## src/rtl/reward_pkg.sv

```systemverilog
// Shared types and constants for the reward scheduler: FSM states,
// reward type codes and the LFSR seed/tap mask.
package reward_pkg;

  typedef enum logic [1:0] {
    ST_IDLE   = 2'd0,
    ST_WAIT   = 2'd1,
    ST_SHOW   = 2'd2,
    ST_EFFECT = 2'd3
  } state_t;

  localparam logic [1:0] REW_PROTECT = 2'b01;
  localparam logic [1:0] REW_GRADE   = 2'b10;
  localparam logic [1:0] REW_SLOW    = 2'b11;

  localparam logic [15:0] LFSR_SEED = 16'hACE1;
  // Right-shifting Galois form of x^16 + x^14 + x^13 + x^11
  localparam logic [15:0] LFSR_TAPS = 16'hB400;

  localparam int CNT_W = 11;

  function automatic logic [1:0] map_type(input logic [1:0] raw, input logic slow_en);
    if (raw == 2'b00) return REW_PROTECT;
    if (raw == REW_SLOW && !slow_en) return REW_PROTECT;
    return raw;
  endfunction

endpackage

```

## src/rtl/reward_lfsr.sv

```systemverilog
// Free-running 16-bit Galois LFSR; a non-zero seed keeps it out of the
// all-zero lock-up state.
module reward_lfsr
  import reward_pkg::*;
(
  input  logic        clk,
  input  logic        rst_n,
  output logic [15:0] state
);

  always_ff @(posedge clk or negedge rst_n) begin
    if (!rst_n)
      state <= LFSR_SEED;
    else
      state <= {1'b0, state[15:1]} ^ (state[0] ? LFSR_TAPS : 16'h0000);
  end

endmodule

```

## src/rtl/reward_scheduler.sv

```systemverilog
// Reward spawn/collect/effect scheduler for the snake game.
// Optional macro REWARD_SLOW_EN enables the slow-down reward type.
module reward_scheduler
  import reward_pkg::*;
#(
  parameter int SPAWN_DELAY = 300,
  parameter int LIFETIME    = 500,
  parameter int EFFECT_TIME = 1000,
  parameter int X_MAX       = 37,
  parameter int Y_MAX       = 25
) (
  input  logic       clk,
  input  logic       rst_n,
  input  logic       game_en,
  input  logic       tick,
  input  logic [5:0] head_x,
  input  logic [5:0] head_y,
  output logic       set_require,
  output logic       enable_reward,
  output logic [5:0] random_xpos,
  output logic [5:0] random_ypos,
  output logic [1:0] reward_type,
  output logic       protect_active,
  output logic       slow_active,
  output logic       grade_pulse
);

`ifdef REWARD_SLOW_EN
  localparam logic SLOW_EN = 1'b1;
`else
  localparam logic SLOW_EN = 1'b0;
`endif

  localparam logic [CNT_W-1:0] DELAY_LD  = CNT_W'(SPAWN_DELAY);
  localparam logic [CNT_W-1:0] LIFE_LD   = CNT_W'(LIFETIME);
  localparam logic [CNT_W-1:0] EFFECT_LD = CNT_W'(EFFECT_TIME);
  localparam logic [CNT_W-1:0] CNT_ONE   = CNT_W'(1);

  state_t           state, state_n;
  logic [CNT_W-1:0] cnt, cnt_n;
  logic             set_n, en_n, prot_n, grade_n;
  logic [5:0]       x_n, y_n;
  logic [1:0]       type_n;
  logic [15:0]      lfsr;
  logic             collect, legal;
  logic             lfsr_unused;
`ifdef REWARD_SLOW_EN
  logic             slow_n;
`endif

  reward_lfsr u_lfsr (
    .clk   (clk),
    .rst_n (rst_n),
    .state (lfsr)
  );

  assign lfsr_unused = ^lfsr[15:14];

  always_comb begin
    state_n = state;
    cnt_n   = cnt;
    set_n   = set_require;
    en_n    = enable_reward;
    x_n     = random_xpos;
    y_n     = random_ypos;
    type_n  = reward_type;
    prot_n  = protect_active;
    grade_n = 1'b0;
`ifdef REWARD_SLOW_EN
    slow_n  = slow_active;
`endif
    collect = (head_x == random_xpos) && (head_y == random_ypos);
    legal   = (lfsr[5:0] <= 6'(X_MAX)) && (lfsr[11:6] <= 6'(Y_MAX));

    // Dropping game_en from any active state wins over every other transition
    if (state != ST_IDLE && !game_en) begin
      state_n = ST_IDLE;
      cnt_n   = '0;
      set_n   = 1'b0;
      en_n    = 1'b0;
      x_n     = '0;
      y_n     = '0;
      type_n  = '0;
      prot_n  = 1'b0;
`ifdef REWARD_SLOW_EN
      slow_n  = 1'b0;
`endif
    end else begin
      case (state)
        ST_IDLE: begin
          if (game_en) begin
            state_n = ST_WAIT;
            cnt_n   = DELAY_LD;
            set_n   = 1'b1;
          end
        end
        // A zero counter means a rejected sample: retry every clock
        ST_WAIT: begin
          if (cnt == '0 || (tick && cnt == CNT_ONE)) begin
            if (legal) begin
              x_n     = lfsr[5:0];
              y_n     = lfsr[11:6];
              type_n  = map_type(lfsr[13:12], SLOW_EN);
              en_n    = 1'b1;
              state_n = ST_SHOW;
              cnt_n   = LIFE_LD;
            end else begin
              cnt_n = '0;
            end
          end else if (tick) begin
            cnt_n = cnt - CNT_ONE;
          end
        end
        ST_SHOW: begin
          if (collect) begin
            en_n = 1'b0;
            if (reward_type == REW_GRADE) begin
              grade_n = 1'b1;
              state_n = ST_WAIT;
              cnt_n   = DELAY_LD;
            end else begin
              state_n = ST_EFFECT;
              cnt_n   = EFFECT_LD;
`ifdef REWARD_SLOW_EN
              if (reward_type == REW_SLOW) slow_n = 1'b1;
              else prot_n = 1'b1;
`else
              prot_n = 1'b1;
`endif
            end
          end else if (tick) begin
            if (cnt == CNT_ONE) begin
              en_n    = 1'b0;
              state_n = ST_WAIT;
              cnt_n   = DELAY_LD;
            end else begin
              cnt_n = cnt - CNT_ONE;
            end
          end
        end
        ST_EFFECT: begin
          if (tick) begin
            if (cnt == CNT_ONE) begin
              prot_n  = 1'b0;
`ifdef REWARD_SLOW_EN
              slow_n  = 1'b0;
`endif
              state_n = ST_WAIT;
              cnt_n   = DELAY_LD;
            end else begin
              cnt_n = cnt - CNT_ONE;
            end
          end
        end
        default: state_n = ST_IDLE;
      endcase
    end
  end

  always_ff @(posedge clk or negedge rst_n) begin
    if (!rst_n) begin
      state          <= ST_IDLE;
      cnt            <= '0;
      set_require    <= 1'b0;
      enable_reward  <= 1'b0;
      random_xpos    <= '0;
      random_ypos    <= '0;
      reward_type    <= '0;
      protect_active <= 1'b0;
      grade_pulse    <= 1'b0;
`ifdef REWARD_SLOW_EN
      slow_active    <= 1'b0;
`endif
    end else begin
      state          <= state_n;
      cnt            <= cnt_n;
      set_require    <= set_n;
      enable_reward  <= en_n;
      random_xpos    <= x_n;
      random_ypos    <= y_n;
      reward_type    <= type_n;
      protect_active <= prot_n;
      grade_pulse    <= grade_n;
`ifdef REWARD_SLOW_EN
      slow_active    <= slow_n;
`endif
    end
  end

`ifndef REWARD_SLOW_EN
  assign slow_active = 1'b0;
`endif

endmodule

```

## config.mk

```make
export PLATFORM = sky130hd
export DESIGN_NAME = reward_scheduler
export DESIGN_NICKNAME = d
export VERILOG_FILES = /design/src/rtl/reward_pkg.sv /design/src/rtl/reward_lfsr.sv /design/src/rtl/reward_scheduler.sv
export SDC_FILE = /design/constraint.sdc
export NUM_CORES = 1
export LEC_CHECK = 0
export CORE_MARGIN = 3
export CORE_UTILIZATION = 35
export CTS_BUF_LIST = sky130_fd_sc_hd__clkbuf_8
export DETAILED_ROUTE_END_ITERATION = 7
export GPL_TIMING_DRIVEN = 0
export PLACE_DENSITY = 0.66
export SLEW_MARGIN = 20
export SYNTH_ARGS = -nofsm -noshare
export SYNTH_HDL_FRONTEND = slang
export SYNTH_SLANG_ARGS = --single-unit
```

## constraint.sdc

```tcl
create_clock -name clk -period 5.7 [get_ports clk]
set_input_delay 0.855 -clock clk [delete_from_list [all_inputs] [get_ports clk]]
set_output_delay 0.855 -clock clk [all_outputs]
set_load 0.02 [all_outputs]
```

==> results of run 1 <==
==> worst max-delay path, stage by stage <==
cell             delay [ns]
clkdlybuf4s50_1        0.56
inv_1                  0.10
ha_1                   0.20
clkbuf_1               0.24
inv_1                  0.29
nand2_1                0.08
o21bai_1               0.64
a31oi_1                0.21
o22ai_1                0.18
o21ba_2                0.18
==> logic make-up after synthesis <==
kind of cell | after synthesis
XOR/XNOR | 20
multiplexers | 2
flip-flops | 47
buffers and inverters | 35
AO/OA/AOI/OAI | 76
adder cells (fa/ha/maj) | 4
AND/OR/NAND/NOR | 95
other | 1
==> cell usage after synthesis, types with 4 or more instances <==
| cell type | number |
|---|---|
| a211oi_1 | 4 |
| a21oi_1 | 12 |
| a31oi_1 | 7 |
| clkbuf_1 | 7 |
| dfrtp_1 | 39 |
| dfstp_2 | 8 |
| ha_1 | 4 |
| inv_1 | 23 |
| nand2_1 | 22 |
| nand3_1 | 16 |
| nand4_1 | 7 |
| nor2_1 | 17 |
| nor2b_1 | 4 |
| nor3_1 | 9 |
| o21ai_0 | 22 |
| o22a_1 | 4 |
| xnor2_1 | 15 |
| xor2_1 | 5 |
==> per-layer routing <==
layer  up-vias  wire (µm)  global-route usage [%]  share of wire, %
li1       1087          -                       -                 -
met3         8        438                    2.60               6.8
met5         -          0                       0                 0
met2        96       2960                    23.0                46
met4         0         78                    4.83               1.2
met1      1088       2950                    23.4                46
==> cell type report <==
class                      instances  area [µm²]  area share (%)
buffer                            12        65.1            2.06
clock buffer                       5        68.8            2.18
clock inverter                     3        22.5           0.713
inverter                          23        86.3            2.73
multi-input combinational        198        1270            40.4
sequential                        47        1190            37.5
tap                               96         120            3.80
timing repair buffer              33         335            10.6
==> power by group <==
| part | switching (mW) | leakage (nW) | internal (mW) | total [mW] |
|---|---|---|---|---|
| logic | 0.399 | 0.638 | 0.260 | 0.659 |
| registers | 0.0653 | 0.606 | 0.383 | 0.448 |
| clock network | 0.123 | 0.0489 | 0.0889 | 0.212 |
==> path summary, 6_finish.rpt <==
| check | end | slack [ns] | cells past startpoint |
|---|---|---|---|
| hold / removal | u_lfsr.state[5] | 0.37 | 0 |
| setup reg to reg | cnt[5] | 2.77 | 10 |
| setup / recovery | cnt[5] | 2.37 | 10 |
| hold reg to reg | u_lfsr.state[5] | 0.37 | 0 |
| max in group asynchronous | u_lfsr.state[7] | 4.69 | 2 |
| min in group asynchronous | u_lfsr.state[14] | 0.45 | 1 |
==> sequential cells by signal (all words and copies together), names as in the netlist, 2 cells and up <==
name	flops
u_lfsr.state	16
cnt	11
random_xpos	6
random_ypos	6
reward_type	2
state	2
==> per-stage QoR <==
| stage | instance area [µm²] | hold slack (ns) | util, % |
|---|---|---|---|
| 2_1_floorplan | 2610 | 0.354 | - |
| 3_3_place_gp | 3050 | 0.356 | 43.5 |
| 3_5_place_dp | 3070 | 0.360 | 43.7 |
| 4_1_cts | 3160 | 0.373 | 45.0 |
| 5_1_grt | 3160 | 0.377 | 45.0 |
| 6_report | 3160 | 0.372 | 45.0 |
==> results.sh, run 1 <==
export IMPL_hold_path_startpoint="u_lfsr.state[6]"
export IMPL_clkTransAtPathRegs_ns=0.09
export IMPL_final_cell_mix="39 x dfrtp_1, 31 x clkdlybuf4s50_1, 23 x inv_1, 22 x nand2_1, 22 x o21ai_0"
export IMPL_fin_skew_ns=0.00514
export IMPL_worstSetupPathType="in -> reg"
export IMPL_yosysSeqAreaShare_pct=45.4
export IMPL_die_w_um=92.4
export IMPL_synthDistinctLibCells=55
export IMPL_dieHeight_um=92.4
export IMPL_timing_fmax_ghz=0.300
export IMPL_finalNonFillerCells=417
export IMPL_drt_iter0_drc=266
export IMPL_syn_inst=280
export IMPL_cts_root_buffer="clkbuf_8"
export IMPL_synth_area_um2=2610
export IMPL_netlist_area_leader_share_pct=37.4
export IMPL_async_reset_ff_share_pct=100
export IMPL_start_util_pct=37.2
export IMPL_fin_crit_sh_pct=58.4
export IMPL_synth_edf_count=0
export IMPL_io_buffers=32
export IMPL_synth_compound_area_share_pct=19.8
export IMPL_synthMuxAreaShare_pct=0.814
export IMPL_synth_xor_area_share_pct=6.70
export IMPL_dieArea_um2=8540
export IMPL_synth_warnings=0
export IMPL_ant_nets=0
export IMPL_grt_pass1_wl_mm=10.8
export IMPL_routabilityCongestion=0.912
export IMPL_cts_made_buffers=5
export IMPL_cts_hold_buffers_added=0
export IMPL_final_common_cell="dfrtp_1"
export IMPL_grt_max_degree=34
export IMPL_yosys_area_top_type="dfrtp_1"
export IMPL_powerDensity_nw_per_um2=417
export IMPL_num_rows=30
export IMPL_antenna_cells=0
export IMPL_drv_cap=0
export IMPL_vias=2279
export IMPL_cp_start_kind="primary input"
export IMPL_fin_nets=340
export IMPL_setup_viol=0
export IMPL_synthToLayoutAreaGrowth_pct=20.9
export IMPL_grt_pass1_vias=2091
export IMPL_cts_sinks=47
export IMPL_drc=0
export IMPL_dpl_worst_slack_ns=2.13
export IMPL_first_pass_iters=5
export IMPL_startpoint="game_en"
export IMPL_hp_class="reg -> reg"
export IMPL_slew_headroom_pct=46.6
export IMPL_clk_path_buf_depth=2
export IMPL_worstMarginPinSlew_ns=0.799
export IMPL_dp_hpwl_mm=4.82
export IMPL_syn_nets=300
export IMPL_vdd_drop_max_mv=0.132
export IMPL_hold_viol=0
export IMPL_cts_tree="done"
export IMPL_avgViaCountPerCell=5.47
export IMPL_finalMaxSlewViolations=0
export IMPL_required_ns=5.90
export IMPL_ctsHtreeMaxLevel=2
export IMPL_worst_slack_ns=2.37
export IMPL_power_total_mw=1.32
export IMPL_crit_arrival_ns=3.53
export IMPL_timing_final_crit_period_ns=3.33
export IMPL_grt_total_usage_pct=15.6
export IMPL_nFillCells=701
export IMPL_dp_cells=409
export IMPL_ctsResizeCount=0
export IMPL_leakagePower_nw=1.29
export IMPL_outcome="completed"
export IMPL_synth_fa_ha_area_share_pct=1.92
export IMPL_yosys_area_share_simple_pct=19.4
export IMPL_cts_setup_buffers=0
export IMPL_antenna_found_initial=0
export IMPL_routedWlPerCell_um=15.4
export IMPL_routed_wl_mm=6.43
export IMPL_synth_area_leaders="dfrtp_1 37%, dfstp_2 8.0%, xnor2_1 5.0%, o21ai_0 4.2%, inv_1 3.3%"
export IMPL_clock_latency_ns=0.31
export IMPL_synth_ff_type="dfrtp_1"
export IMPL_ys_ff_latch=47
export IMPL_critical_path_max_fanout=9
export IMPL_syn_avg_cell_area_um2=9.33
export IMPL_drive_gt1_share_pct=9.97
export IMPL_worstReg2RegStart="state[0]"
export IMPL_grt_overflow_total=0
export IMPL_end_kind="register"
export IMPL_grt_setup_unrepaired="false"
export IMPL_ioPinCount=35
export IMPL_core_region_area_um2=7020
export IMPL_fin_setup_tns_ns=0
export IMPL_synth_top_family_by_area="compound AO/OA/AOI/OAI gates"
Power figures use the tool's default switching activity.
==> inputs of run 2 (changes only) <==
PLACE_DENSITY = 0.68   (was 0.66)
clock period = 3 ns   (was 5.7 ns; I/O delays follow)
==> results.sh, run 2 (synthesis gave the netlist of run 1 again) <==
export IMPL_worstSetupPathType="reg -> reg"
export IMPL_cts_setup_buffers=0
export IMPL_clk_path_buf_depth=2
export IMPL_whs_ns=0.0954
export IMPL_antenna_found_initial=0
export IMPL_cp_start_kind="register"
export IMPL_grt_overflow_total=0
export IMPL_p_seq_share_pct=34.0
export IMPL_outcome="completed"
export IMPL_fin_crit_sh_pct=88.6
export IMPL_dieHeight_um=92.4
export IMPL_met3_length_um=396
export IMPL_routedWlPerCell_um=15.3
export IMPL_start_util_pct=37.2
export IMPL_io_buffers=32
export IMPL_drc=0
export IMPL_powerDensity_nw_per_um2=791
export IMPL_die_w_um=92.4
export IMPL_grt_pass1_vias=2132
export IMPL_dieArea_um2=8540
export IMPL_ctsHtreeMaxLevel=2
export IMPL_wl_met2_mm=2.89
export IMPL_leakagePower_nw=1.30
export IMPL_clkTransAtPathRegs_ns=0.09
export IMPL_grt_max_degree=28
export IMPL_clock_latency_ns=0.30
export IMPL_swShare_pct=44.3
export IMPL_finalMaxSlewViolations=0
export IMPL_routabilityCongestion=0.943
export IMPL_slew_headroom_pct=49.3
export IMPL_grt_setup_unrepaired="false"
export IMPL_regMostFlops="u_lfsr.state"
export IMPL_dpl_worst_slack_ns=-0.166
export IMPL_cts_made_buffers=5
export IMPL_worstMarginPinSlew_ns=0.756
export IMPL_end_kind="register"
export IMPL_avgViaCountPerCell=5.41
export IMPL_ant_nets=0
export IMPL_routed_wl_mm=6.38
export IMPL_combPwrFrac_pct=49.9
export IMPL_met1_length_mm=2.99
export IMPL_worst_slack_ns=0.341
export IMPL_hp_class="in -> async"
export IMPL_setup_viol=0
export IMPL_synthToLayoutAreaGrowth_pct=21.1
export IMPL_p_sw_mw=1.11
export IMPL_grt_pass1_wl_mm=10.7
export IMPL_reg_top3="u_lfsr.state: 16 flops, cnt: 11 flops"
export IMPL_vias=2258
export IMPL_p_int_mw=1.39
export IMPL_dp_hpwl_mm=4.79
export IMPL_grt_total_usage_pct=15.4
export IMPL_fin_skew_ns=0.00263
export IMPL_timing_fmax_ghz=0.376
export IMPL_ioPinCount=35
export IMPL_fin_util_pct=45.1
export IMPL_fin_nets=340
export IMPL_largest_register_ffs=16
export IMPL_cts_root_buffer="clkbuf_8"
export IMPL_timing_final_crit_period_ns=2.66
export IMPL_final_common_cell="dfrtp_1"
export IMPL_drv_cap=0
export IMPL_drt_iter0_drc=271
export IMPL_required_ns=3.19
export IMPL_pwr_share_clk_pct=16.1
export IMPL_vdd_drop_max_mv=0.264
export IMPL_antenna_cells=0
export IMPL_first_pass_iters=4
export IMPL_drive_gt1_share_pct=10.3
export IMPL_hold_viol=0
export IMPL_final_cell_mix="39 x dfrtp_1, 31 x clkdlybuf4s50_1, 23 x inv_1, 22 x nand2_1, 22 x o21ai_0"
export IMPL_cts_tree="done"
export IMPL_crit_arrival_ns=2.85
export IMPL_critical_path_max_fanout=10
export IMPL_cts_sinks=47
export IMPL_num_rows=30
export IMPL_power_total_mw=2.50
export IMPL_top_layer="met4"
export IMPL_core_region_area_um2=7020
## run 2: cell count changes in the layout (fill, tap and decap cells not counted)
cell,change
o21bai_2,+1
o21bai_1,-1
## run 2: what timing repair did
item                       in CTS  in global routing
gates resized for setup         0                  1
hold buffers                    0                  0
setup endpoints to repair       0                  3
## run 2: final timing paths
path | start | end | slack (ns) | cells past startpoint
max | cnt[6] | random_ypos[4] | 0.34 | 6
min | rst_n | random_xpos[5] | 0.1 | 1
max reg2reg | cnt[6] | random_ypos[4] | 0.34 | 6
min reg2reg | u_lfsr.state[6] | u_lfsr.state[5] | 0.38 | 0
max in group asynchronous | rst_n | u_lfsr.state[7] | 2.32 | 2
min in group clk | u_lfsr.state[6] | u_lfsr.state[5] | 0.38 | 0
## run 2: layer usage
metal,GRT usage [%],vias up
met5,0,-
met4,4.58,0
met3,2.76,10
met2,23.6,78
met1,22.1,1084
li1,-,1086
## run 2: cell type report
| cell class | count | area, µm² |
|---|---|---|
| plain buffers | 12 | 65.1 |
| clock buffers | 5 | 68.8 |
| clock inverters | 3 | 22.5 |
| fillers | 700 | 3860 |
| inverters | 23 | 86.3 |
| multi-input cells | 198 | 1280 |
| flip-flops and latches | 47 | 1190 |
| well taps | 96 | 120 |
| repair buffers | 33 | 335 |
## run 2: worst max-delay path, cell delays in order (launching register included)
cell      delay (ns)
dfrtp_1         0.47
or4_4           0.59
nor4_4          0.48
a21oi_2         0.17
a211oi_4        0.44
clkbuf_2        0.28
o21ai_0         0.10
## run 2: power groups by stage
stage	combinational (mW)	sequential [mW]	clock (mW)
after floorplan	0.904	0.853	0
after global placement	1.21	0.855	0
after CTS	1.24	0.846	0.419
after global routing	1.39	0.869	0.439
after detailed placement	1.23	0.857	0
final	1.25	0.850	0.402
## run 2: metrics by stage
stage / std cells / TNS, ns / instance area (µm²)
finish: 417 / 0 / 3160
detailed placement: 409 / -0.457 / 3070
CTS: 417 / 0 / 3160
floorplan: 280 / 0 / 2610
global route: 417 / 0 / 3160
global placement: 408 / -0.220 / 3050
